[src/rtl/uart_pkg.sv]
`default_nettype none
// +------------------------------------------------------------------+
// | uart_pkg : shared types and constants for the UART word path      |
// | Rev 1.0  : initial release                                       |
// +------------------------------------------------------------------+
package uart_pkg;

  typedef logic [7:0]  byte_t;
  typedef logic [31:0] word_t;

  typedef enum logic [3:0] {
    ST_IDLE  = 4'b0001,
    ST_LOAD  = 4'b0010,
    ST_SEND  = 4'b0100,
    ST_GUARD = 4'b1000
  } sender_state_t;

  // Handshake bytes exchanged with the program loader
  localparam byte_t C_LOADER_ACK  = 8'h99;
  localparam byte_t C_LOADER_DONE = 8'haa;

  localparam logic [1:0] C_LAST_BYTE = 2'd3;

endpackage
`default_nettype wire

[src/rtl/uart_word_sender_if.sv]
`default_nettype none
// +------------------------------------------------------------------+
// | uart_word_sender_if : producer + UART-side bundle of the sender   |
// | Rev 1.0  : initial release                                       |
// +------------------------------------------------------------------+
interface uart_word_sender_if;
  import uart_pkg::*;

  logic  word_valid;
  word_t word_data;
  logic  word_ready;
  logic  tx_enable;
  logic  tx_busy;
  logic  tx_start;
  byte_t sdata;
  logic  pending;

  modport master (
    output word_valid, word_data, tx_enable, tx_busy,
    input  word_ready, tx_start, sdata, pending
  );

  modport slave (
    input  word_valid, word_data, tx_enable, tx_busy,
    output word_ready, tx_start, sdata, pending
  );

endinterface
`default_nettype wire

[src/rtl/uart_word_sender_fifo.sv]
`default_nettype none
// +------------------------------------------------------------------+
// | word_fifo : show-ahead FIFO of 32-bit words (DEPTH power of two)  |
// | Rev 1.0  : initial release                                       |
// +------------------------------------------------------------------+
module word_fifo
  import uart_pkg::*;
#(
  parameter int DEPTH = 16
) (
  input  wire logic  clock,
  input  wire logic  reset,
  input  wire logic  push,
  input  wire word_t din,
  input  wire logic  pop,
  output word_t      dout,
  output logic       full,
  output logic       empty
);

  localparam int C_AW = $clog2(DEPTH);

  word_t           r_mem [DEPTH];
  logic [C_AW:0]   r_wr_ptr;
  logic [C_AW:0]   r_rd_ptr;
  logic            w_do_push;
  logic            w_do_pop;

  assign w_do_push = push & ~full;
  assign w_do_pop  = pop & ~empty;

  always_ff @(posedge clock) begin
    if (reset) begin
      r_wr_ptr <= '0;
      r_rd_ptr <= '0;
    end else begin
      if (w_do_push) r_wr_ptr <= r_wr_ptr + 1'b1;
      if (w_do_pop)  r_rd_ptr <= r_rd_ptr + 1'b1;
    end
  end

  always_ff @(posedge clock) begin
    if (w_do_push) r_mem[r_wr_ptr[C_AW-1:0]] <= din;
  end

  // Extra pointer bit distinguishes full from empty when the indices match
  assign dout  = r_mem[r_rd_ptr[C_AW-1:0]];
  assign empty = (r_wr_ptr == r_rd_ptr);
  assign full  = (r_wr_ptr[C_AW] != r_rd_ptr[C_AW]) &&
                 (r_wr_ptr[C_AW-1:0] == r_rd_ptr[C_AW-1:0]);

endmodule
`default_nettype wire

[src/rtl/uart_word_sender.sv]
`default_nettype none
// +------------------------------------------------------------------+
// | uart_word_sender : buffers 32-bit words, sends them LSB byte first|
// | Option   : UART_WORD_SENDER_FIFO_EN selects FIFO vs holding reg   |
// | Rev 1.0  : initial release                                       |
// +------------------------------------------------------------------+
module uart_word_sender
  import uart_pkg::*;
#(
  parameter int FIFO_DEPTH = 16
) (
  input  wire logic          clock,
  input  wire logic          reset,
  uart_word_sender_if.slave  bus
);

  sender_state_t r_state;
  sender_state_t w_state_nxt;

  word_t       r_shift;
  word_t       w_shift_nxt;
  logic [1:0]  r_byte_idx;
  logic [1:0]  w_byte_idx_nxt;
  logic        r_tx_start;
  logic        w_tx_start_nxt;
  byte_t       r_sdata;
  byte_t       w_sdata_nxt;

  logic        w_buf_full;
  logic        w_buf_empty;
  word_t       w_buf_head;
  logic        w_push;
  logic        w_pop;

  assign w_push = bus.word_valid & ~w_buf_full;
  assign w_pop  = (r_state == ST_LOAD);

`ifdef UART_WORD_SENDER_FIFO_EN
  word_fifo #(
    .DEPTH (FIFO_DEPTH)
  ) u_word_fifo (
    .clock (clock),
    .reset (reset),
    .push  (w_push),
    .din   (bus.word_data),
    .pop   (w_pop),
    .dout  (w_buf_head),
    .full  (w_buf_full),
    .empty (w_buf_empty)
  );
`else
  logic  r_hold_valid;
  word_t r_hold_data;

  // Push needs an empty register and pop a full one, so they never coincide
  always_ff @(posedge clock) begin
    if (reset) begin
      r_hold_valid <= 1'b0;
      r_hold_data  <= '0;
    end else if (w_push) begin
      r_hold_valid <= 1'b1;
      r_hold_data  <= bus.word_data;
    end else if (w_pop) begin
      r_hold_valid <= 1'b0;
    end
  end

  assign w_buf_full  = r_hold_valid;
  assign w_buf_empty = ~r_hold_valid;
  assign w_buf_head  = r_hold_data;
`endif

  always_ff @(posedge clock) begin
    if (reset) r_state <= ST_IDLE;
    else       r_state <= w_state_nxt;
  end

  always_comb begin
    w_state_nxt = r_state;
    unique case (r_state)
      ST_IDLE:  if (!w_buf_empty && bus.tx_enable) w_state_nxt = ST_LOAD;
      ST_LOAD:  w_state_nxt = ST_SEND;
      ST_SEND:  if (!bus.tx_busy) w_state_nxt = ST_GUARD;
      ST_GUARD: w_state_nxt = (r_byte_idx == C_LAST_BYTE) ? ST_IDLE : ST_SEND;
      default:  w_state_nxt = ST_IDLE;
    endcase
  end

  // GUARD spends one cycle with tx_start low so a lagging tx_busy is seen in SEND
  always_comb begin
    w_tx_start_nxt = 1'b0;
    w_sdata_nxt    = r_sdata;
    w_shift_nxt    = r_shift;
    w_byte_idx_nxt = r_byte_idx;
    unique case (r_state)
      ST_LOAD: begin
        w_shift_nxt    = w_buf_head;
        w_byte_idx_nxt = 2'd0;
      end
      ST_SEND: begin
        if (!bus.tx_busy) begin
          w_tx_start_nxt = 1'b1;
          w_sdata_nxt    = r_shift[7:0];
        end
      end
      ST_GUARD: begin
        w_shift_nxt    = r_shift >> 8;
        w_byte_idx_nxt = r_byte_idx + 2'd1;
      end
      default: ;
    endcase
  end

  always_ff @(posedge clock) begin
    if (reset) begin
      r_tx_start <= 1'b0;
      r_sdata    <= 8'h00;
      r_shift    <= '0;
      r_byte_idx <= 2'd0;
    end else begin
      r_tx_start <= w_tx_start_nxt;
      r_sdata    <= w_sdata_nxt;
      r_shift    <= w_shift_nxt;
      r_byte_idx <= w_byte_idx_nxt;
    end
  end

  assign bus.word_ready = ~w_buf_full;
  assign bus.tx_start   = r_tx_start;
  assign bus.sdata      = r_sdata;
  assign bus.pending    = ~w_buf_empty | (r_state != ST_IDLE);

endmodule
`default_nettype wire

[src/flat_wrapper.sv]
// flat-port wrapper written by rule: the top's interface ports become plain ports
module uart_word_sender_flat import uart_pkg::*;
#(
  parameter int FIFO_DEPTH = 16
)
  (clock, reset, bus_word_valid, bus_word_data, bus_tx_enable, bus_tx_busy, bus_word_ready, bus_tx_start, bus_sdata, bus_pending);
  uart_word_sender_if bus_i ();
  input  wire logic clock;
  input  wire logic reset;
  input wire logic [$bits(bus_i.word_valid)-1:0] bus_word_valid;
  input wire logic [$bits(bus_i.word_data)-1:0] bus_word_data;
  input wire logic [$bits(bus_i.tx_enable)-1:0] bus_tx_enable;
  input wire logic [$bits(bus_i.tx_busy)-1:0] bus_tx_busy;
  output wire logic [$bits(bus_i.word_ready)-1:0] bus_word_ready;
  output wire logic [$bits(bus_i.tx_start)-1:0] bus_tx_start;
  output wire logic [$bits(bus_i.sdata)-1:0] bus_sdata;
  output wire logic [$bits(bus_i.pending)-1:0] bus_pending;
  assign bus_i.word_valid = bus_word_valid;
  assign bus_i.word_data = bus_word_data;
  assign bus_i.tx_enable = bus_tx_enable;
  assign bus_i.tx_busy = bus_tx_busy;
  assign bus_word_ready = bus_i.word_ready;
  assign bus_tx_start = bus_i.tx_start;
  assign bus_sdata = bus_i.sdata;
  assign bus_pending = bus_i.pending;
  uart_word_sender #(.FIFO_DEPTH(FIFO_DEPTH)) u_core (.clock(clock), .reset(reset), .bus(bus_i));
endmodule
[config.mk]
export PLATFORM = sky130hd
export DESIGN_NAME = uart_word_sender_flat
export DESIGN_NICKNAME = d
export VERILOG_FILES = /design/src/rtl/uart_pkg.sv /design/src/rtl/uart_word_sender_if.sv /design/src/rtl/uart_word_sender_fifo.sv /design/src/rtl/uart_word_sender.sv /design/src/flat_wrapper.sv
export SDC_FILE = /design/constraint.sdc
export NUM_CORES = 1
export LEC_CHECK = 0
export CAP_MARGIN = 20
export CORE_MARGIN = 10
export CORE_UTILIZATION = 58
export DETAILED_ROUTE_END_ITERATION = 8
export DONT_BUFFER_PORTS = 1
export PLACE_DENSITY_LB_ADDON = 0.05
export SYNTH_ARGS = -nofsm -noshare
export SYNTH_HDL_FRONTEND = slang
export SYNTH_SLANG_ARGS = --single-unit
export TNS_END_PERCENT = 30
[constraint.sdc]
create_clock -name clock -period 3.57 [get_ports clock]
set_input_delay 0.714 -clock clock [delete_from_list [all_inputs] [get_ports clock]]
set_output_delay 0.714 -clock clock [all_outputs]
set_load 0.02 [all_outputs]
Word-level counts from Yosys, hierarchy flattened:

Index checks and enable logic that the tools add are counted.

* bits in registers: 80
* bits of input ports: 37

* $add $sub $neg: 1
* equal/unequal tests: 8
* multiplexer cells: 9
* bitwise gates (word level): 5
* reduce and logical (&&, ||, !) cells: 6

Operators by type and width (number)
* case mux 32 bit (2 select lines): 1
* case mux 4 bit (4 select lines): 1
* two-way mux 4 bit: 2
* == test 4 x 1 -> 1 bit (second input constant): 1
* == test 4 x 2 -> 1 bit (second input constant): 1
* == test 4 x 3 -> 1 bit (second input constant): 1
* == test 4 bit (second input constant): 1
* inequality test 4 x 1 -> 1 bit (second input constant): 1
* case mux 2 bit (2 select lines): 1
* AND reduction 2 bit: 2
* nonzero test 2 bit: 2
* two-way mux 1 bit: 3
* two-way mux 3 bit: 1
* NOT 1 bit: 3
* adder 2 x 1 -> 2 bit (second input constant): 1
* == test 2 bit (second input constant): 1
* inequality test 2 x 1 -> 1 bit (second input constant): 1
* inequality test 2 bit (second input constant): 1
* OR reduction 2 bit: 1
* AND 1 bit: 1
* logical AND 1 bit: 1
* bitwise OR 1 bit: 1

Longest topological paths before layout:

Gate-level depths: netlist of the first run.

* depth after elaboration: 3
* mapped depth: 6
* gate-level depth less buffers: 4

Worst setup path after synthesis of the first run:

OpenSTA, ideal clock, no wires.

* path type: reg-to-output
* from: register u_core.r_state[0]
* to: output port bus_pending
* arrival: 1088 ps
* required time: 2856 ps
* slack: 1768 ps
* cell stages (with the launch flop): 4
* path buffers: 1
* cell sequence: dfxtp_1 buf_2 nor4b_1 nand2_1

* cells in the longest elaborated chain, start to end: 2

RTL lines
* start: declaration: RTL line uart_word_sender.sv:17 `sender_state_t r_state;`
* start signal: assignment: RTL line uart_word_sender.sv:75 `else r_state <= w_state_nxt;`
* inequality test 4 x 1 -> 1 bit: RTL line uart_word_sender.sv:131 `assign bus.pending = ~w_buf_empty | (r_state != ST_IDLE);`
* bitwise OR 1 bit: RTL line uart_word_sender.sv:131
* end: declaration: RTL line flat_wrapper.sv:17 `output wire logic [$bits(bus_i.pending)-1:0] bus_pending;`

Every way passes these cells.

Worst setup path after layout of the first run:

Ends and elaborated chain as after synthesis.

==> flow_metrics.env, run 1 <==
export IMPL_status="finished, final reports clean"
export IMPL_place_area_um2=3290
export IMPL_finalSetupTns_ns=0
export IMPL_grt_pass1_wl_um=12000
export IMPL_cts_tree="built"
export IMPL_cts_sinks=80
export IMPL_ios=48
export IMPL_htreeDepth=3
export IMPL_core_area_um2=5540
export IMPL_drive_gt1_frac=0.120
export IMPL_hold_start="bus_tx_busy"
export IMPL_dieArea_um2=9180
export IMPL_hold_violations=0
export IMPL_switching_power_uw=406
export IMPL_worstSetupPathType="reg -> out"
export IMPL_use_met1=0.201
export IMPL_start_kind="register"
export IMPL_maxSlewViolCount=0
export IMPL_root_buffer="clkbuf_8"
export IMPL_pwr_share_clk=0.414
export IMPL_p_int_mw=1.37
export IMPL_cp_arrival_ns=1.66
export IMPL_fin_crit_ns=2.38
export IMPL_relSlewSlack=0.417
export IMPL_netlist_area_um2=3330
export IMPL_holdPathEnd="u_core.bus.tx_start"
export IMPL_numCtsBuffers=9
export IMPL_ff2ff_setup_slack_ns=1.45
export IMPL_cp_cell_sequence="nor4b_1 -> nand2_1"
export IMPL_syn_to_final_growth_pct=5.52
export IMPL_met3_usage=0.0646
export IMPL_regToRegEndpoint="u_core.r_shift[31]"
export IMPL_cts_setup_buffers=0
export IMPL_ant_nets=0
export IMPL_utilization=0.635
export IMPL_r2r_start="u_core.r_state[3]"
export IMPL_fin_ws_ns=1.19
export IMPL_finalNetCount=415
export IMPL_fin_area_um2=3520
export IMPL_diodes=0
export IMPL_vias=2625
export IMPL_cp_required_ns=2.86
export IMPL_period_share=0.666
export IMPL_routed_wl_um=7260
export IMPL_hpwl_um=4750
export IMPL_grt_pass1_vias=2495
export IMPL_antenna_found_initial=0
export IMPL_clkTransAtPathRegs_ns=0.08
export IMPL_holdPathStages=1
export IMPL_reg2reg_depth=3
export IMPL_drcViolationCount=0
export IMPL_hp_class="in -> reg"
export IMPL_place_inst=438
export IMPL_synth_seq_area_share=0.481
export IMPL_gp_congestion=0.749
export IMPL_dpl_worst_slack_ns=1.46
export IMPL_initial_utilization=0.601
export IMPL_combPwrFrac=0.055
export IMPL_rsz0062_at_grt="no"
export IMPL_pwr_share_seq=0.532
export IMPL_synth_warnings=0
export IMPL_total_power_mw=1.77
export IMPL_critPathMaxStageDelay_ns=0.60
export IMPL_powerDensity_nw_per_um2=504
export IMPL_ys_types=32
export IMPL_critPathTopFamily="simple AND/OR/NAND/NOR gates"
export IMPL_tightest_slew_ns=0.874
export IMPL_grt_max_degree=74
export IMPL_finalSetupViolations=0
export IMPL_die_h_um=95.8
export IMPL_switching_share=0.229
export IMPL_hold_ws_ns=0.425
export IMPL_stdcell_count=454
export IMPL_syn_num_nets=433
export IMPL_max_cap_viol_count=0
export IMPL_critPathBufInv=0
export IMPL_nFillCells=522
export IMPL_finClkSkew_ns=0.00605
export IMPL_syn_inst=395
export IMPL_die_x_um=95.8
export IMPL_yosys_register_bits=80
export IMPL_clockBufferDepth=2
export IMPL_busiest_layer="met2"
export IMPL_endpoint_kind="output port"
export IMPL_leakage_nw=1.10
export IMPL_vdd_ir_drop_max_v=0.000347
export IMPL_viasPerCell=5.78
export IMPL_drt_iter0_drc=188
export IMPL_avgSynthCellArea_um2=8.44
export IMPL_cp_slowest_cell="dfxtp_1"
export IMPL_io_buffers=0
export IMPL_drtPass1Iterations=4
export IMPL_cp_max_fo=12
export IMPL_hold_buffers=0
export IMPL_fmax_ghz=0.421
export IMPL_clk_latency_ns=0.35
export IMPL_met2_usage=0.266
export IMPL_post_drt_wl_per_cell_um=16.0
export IMPL_cts_resized=0
export IMPL_grtUsageTotal=0.166
export IMPL_grt_overflow=0
export IMPL_num_rows=27
power groups by stage:
stage	Sequential [mW]	Combinational (mW)	Clock [mW]
final	0.941	0.0967	0.733
after global placement	0.962	0.0957	0
after detailed placement	0.962	0.0983	0
after floorplan	0.951	0.100	0
after CTS	0.941	0.0987	0.745
after global routing	0.945	0.112	0.784
cell usage after synthesis:
cell | count | area [µm²]
nor3_1 | 2 | 10.0
a21o_1 | 1 | 7.51
a21oi_1 | 74 | 370
nor4b_2 | 2 | 30.0
buf_2 | 8 | 40.0
nor4b_1 | 1 | 8.76
and2_1 | 2 | 12.5
o21ai_0 | 2 | 10.0
a211oi_1 | 2 | 15.0
nand2_1 | 130 | 488
buf_1 | 1 | 3.75
o21ai_1 | 7 | 35.0
nor2b_1 | 1 | 6.26
xor2_2 | 1 | 16.3
a311oi_1 | 6 | 52.6
buf_6 | 3 | 33.8
buf_4 | 3 | 22.5
or4b_1 | 4 | 40.0
nor3b_1 | 1 | 7.51
a311oi_2 | 19 | 285
inv_1 | 3 | 11.3
nor4b_4 | 1 | 23.8
clkbuf_1 | 20 | 75.1
nor2_1 | 4 | 15.0
dfxtp_1 | 80 | 1600
nand2b_1 | 4 | 25.0
nand3_1 | 8 | 40.0
a21boi_0 | 1 | 7.51
ha_1 | 1 | 12.5
nand3b_1 | 1 | 7.51
o21ba_2 | 1 | 10.0
o21a_1 | 1 | 7.51
worst max path at each step:
stage                                  from                  to  slack (ns)  cells after the start
final                     u_core.r_state[0]         bus_pending        1.19                      2
after global placement    u_core.r_state[3]  u_core.r_shift[31]        1.54                      3
after detailed placement  u_core.r_state[3]  u_core.r_shift[31]        1.46                      3
after global routing      u_core.r_state[0]         bus_pending        1.11                      2
after floorplan           u_core.r_state[0]         bus_pending        1.77                      3
after CTS                 u_core.r_state[0]         bus_pending        1.21                      2
cell usage in the layout (no fill, tap or decap), drive strengths merged:
master	n
nand2	130
clkbuf	11
ha	1
a211oi	2
nand2b	4
nor3	2
clkinvlp	2
and2	2
a21oi	74
clkinv	1
a21boi	1
or4b	4
xor2	1
o21ba	1
o21a	1
inv	3
nor3b	1
a21o	1
nand3b	1
a311oi	25
nand3	8
nor4b	4
nor2b	1
bufinv	2
dfxtp	80
nor2	4
o21ai	9
buf	6
kinds of logic (layout without fill, tap and decap cells):
logic type | after synthesis | count (layout) | share of synthesized area
compound gates | 114 | 114 | 0.240
flops | 80 | 80 | 0.481
simple gates | 161 | 161 | 0.214
fa+ha+maj | 1 | 1 | 0.00375
buf+inv | 38 | 25 | 0.0559
xor+xnor | 1 | 1 | 0.00488
state kept, by name, indices dropped and copies added (netlist names):
| register | cells |
|---|---|
| u_core.r_hold_valid | 1 |
| u_core.r_hold_data | 32 |
| u_core.r_state | 4 |
| u_core.bus.tx_start | 1 |
| u_core.r_byte_idx | 2 |
| u_core.r_shift | 32 |
| u_core.bus.sdata | 8 |
per-layer routing:
| metal | vias up | routed length [µm] |
|---|---|---|
| met5 | - | 0 |
| met4 | 0 | 143 |
| met3 | 14 | 446 |
| met2 | 69 | 3530 |
| met1 | 1224 | 3140 |
| li1 | 1318 | - |
final cells by class:
cell class	instances	area [µm²]	area share
Clock buffer	11	141	0.0402
Clock inverter	5	80.1	0.0228
Inverter	3	11.3	0.00320
Multi-Input combinational cell	277	1550	0.440
Sequential cell	80	1600	0.456
Tap cell	72	90.1	0.0256
Timing Repair Buffer	6	45.0	0.0128
Power figures use the tool's default switching activity.
==> run 2: changes to the inputs <==
Clock period 3.57 ns to 2.4 ns, I/O delays scaled along.
==> run 2 against run 1 <==
Compared with the run above: worst setup slack worse by 0.94 ns; first-iteration DRC count shrank 16%; via count is 0.72% higher; clock power up 39%; flip-flop and latch count stayed put; clock-buffer cell count unchanged; final cell count rose by 0.66%; sequential share of layout area decreased by 0.097 points; non-clock buffer count is 3 higher; critical path depth stayed put; design area up 0.21%; critical endpoint unchanged; largest cell class unchanged; largest power group unchanged; highest routed layer unchanged.
==> flow_metrics.env, run 2 (synthesis gave the netlist of run 1 again) <==
export IMPL_status="finished, final reports clean"
export IMPL_final_common_cell="nand2_1"
export IMPL_num_rows=27
export IMPL_cts_tree="built"
export IMPL_leakage_nw=1.12
export IMPL_io_buffers=0
export IMPL_cts_setup_buffers=0
export IMPL_initial_utilization=0.601
export IMPL_hold_ws_ns=0.189
export IMPL_die_h_um=95.8
export IMPL_clockBufferDepth=2
export IMPL_relSlewSlack=0.574
export IMPL_antenna_found_initial=0
export IMPL_endpoint_kind="output port"
export IMPL_syn_to_final_growth_pct=5.75
export IMPL_finalNetCount=418
export IMPL_utilization=0.636
export IMPL_ios=48
export IMPL_dieArea_um2=9180
export IMPL_routed_wl_um=7400
export IMPL_clkTransAtPathRegs_ns=0.08
export IMPL_die_x_um=95.8
export IMPL_hold_buffers=0
export IMPL_worstSetupPathType="reg -> out"
export IMPL_diodes=0
export IMPL_hold_start="reset"
export IMPL_cp_required_ns=1.92
export IMPL_vdd_ir_drop_max_v=0.000415
export IMPL_layout_common_cells="nand2_1, dfxtp_1, a21oi_1"
export IMPL_tightest_slew_ns=0.637
export IMPL_vias=2644
export IMPL_hp_class="in -> reg"
export IMPL_grtUsageTotal=0.171
export IMPL_finalSetupViolations=0
export IMPL_finalSetupTns_ns=0
export IMPL_drcViolationCount=0
export IMPL_cp_max_fo=12
export IMPL_r2r_start="u_core.r_state[1]"
export IMPL_ant_nets=0
export IMPL_cts_sinks=80
export IMPL_hpwl_um=4990
export IMPL_drive_gt1_frac=0.130
export IMPL_start_kind="register"
export IMPL_numCtsBuffers=9
export IMPL_grt_pass1_wl_um=12300
export IMPL_maxSlewViolCount=0
export IMPL_drtPass1Iterations=4
export IMPL_grt_pass1_vias=2554
export IMPL_grt_overflow=0
export IMPL_finClkSkew_ns=0.00507
export IMPL_fmax_ghz=0.466
export IMPL_grt_max_degree=74
export IMPL_cts_resized=0
export IMPL_nFillCells=493
export IMPL_drt_iter0_drc=158
export IMPL_root_buffer="clkbuf_8"
export IMPL_core_area_um2=5540
export IMPL_period_share=0.894
export IMPL_post_drt_wl_per_cell_um=16.2
export IMPL_htreeDepth=3
export IMPL_rsz0062_at_grt="no"
export IMPL_hold_violations=0
export IMPL_crit_start="u_core.r_state[0]"
export IMPL_powerDensity_nw_per_um2=728
export IMPL_max_cap_viol_count=0
export IMPL_cp_arrival_ns=1.67
export IMPL_gp_congestion=0.838
export IMPL_clk_latency_ns=0.35
export IMPL_viasPerCell=5.79
export IMPL_fin_crit_ns=2.15
-- run 2: cell types whose count changed in the layout (fill, tap and decap cells not counted), sizes merged --
cell    change
buf         +3
bufinv      -1
clkinv      +1
-- run 2: final cells by class --
cell class / count / area, µm² / share of cell area
clock buffer: 11 / 151 / 0.0430
sequential: 80 / 1600 / 0.455
clock inverter: 5 / 55.1 / 0.0156
timing repair buffer: 9 / 67.6 / 0.0192
tap: 72 / 90.1 / 0.0256
multi-input combinational: 277 / 1550 / 0.439
inverter: 3 / 11.3 / 0.00320
-- run 2: stage by stage --
step	area [µm²]	instances	worst slack (ns)	power (mW)
floorplan	3330	395	0.832	1.56
global placement	3320	441	0.648	1.57
detailed placement	3320	441	0.571	1.58
CTS	3520	457	0.239	2.58
global route	3520	457	0.0133	2.67
finish	3520	457	0.254	2.56
-- run 2: worst max-delay path, cell delays in order, from the launching register on --
cell	delay, ns
dfxtp_1	0.62
nor4b_1	0.44
nand2_1	0.25
-- run 2: report_power, final --
part | leakage, nW | internal [mW] | total, mW | switching, mW
registers | 0.650 | 1.37 | 1.40 | 0.0311
clock network | 0.101 | 0.533 | 1.02 | 0.485
logic | 0.364 | 0.0516 | 0.148 | 0.0960
total | 1.12 | 1.95 | 2.56 | 0.612
-- run 2: routing by layer --
layer,up-vias,GRT usage,share of wire
li1,1331,-,-
met1,1239,0.211,0.45
met2,57,0.269,0.48
met3,17,0.0529,0.049
met4,0,0.0786,0.024
met5,-,0,0
-- run 2: path summary, 6_finish.rpt --
path	slack [ns]	cells after the start	end
max	0.25	2	bus_pending
min	0.19	1	u_core.r_hold_data[29]
max reg2reg	0.55	5	u_core.r_shift[18]
min reg2reg	0.45	2	u_core.r_hold_data[25]
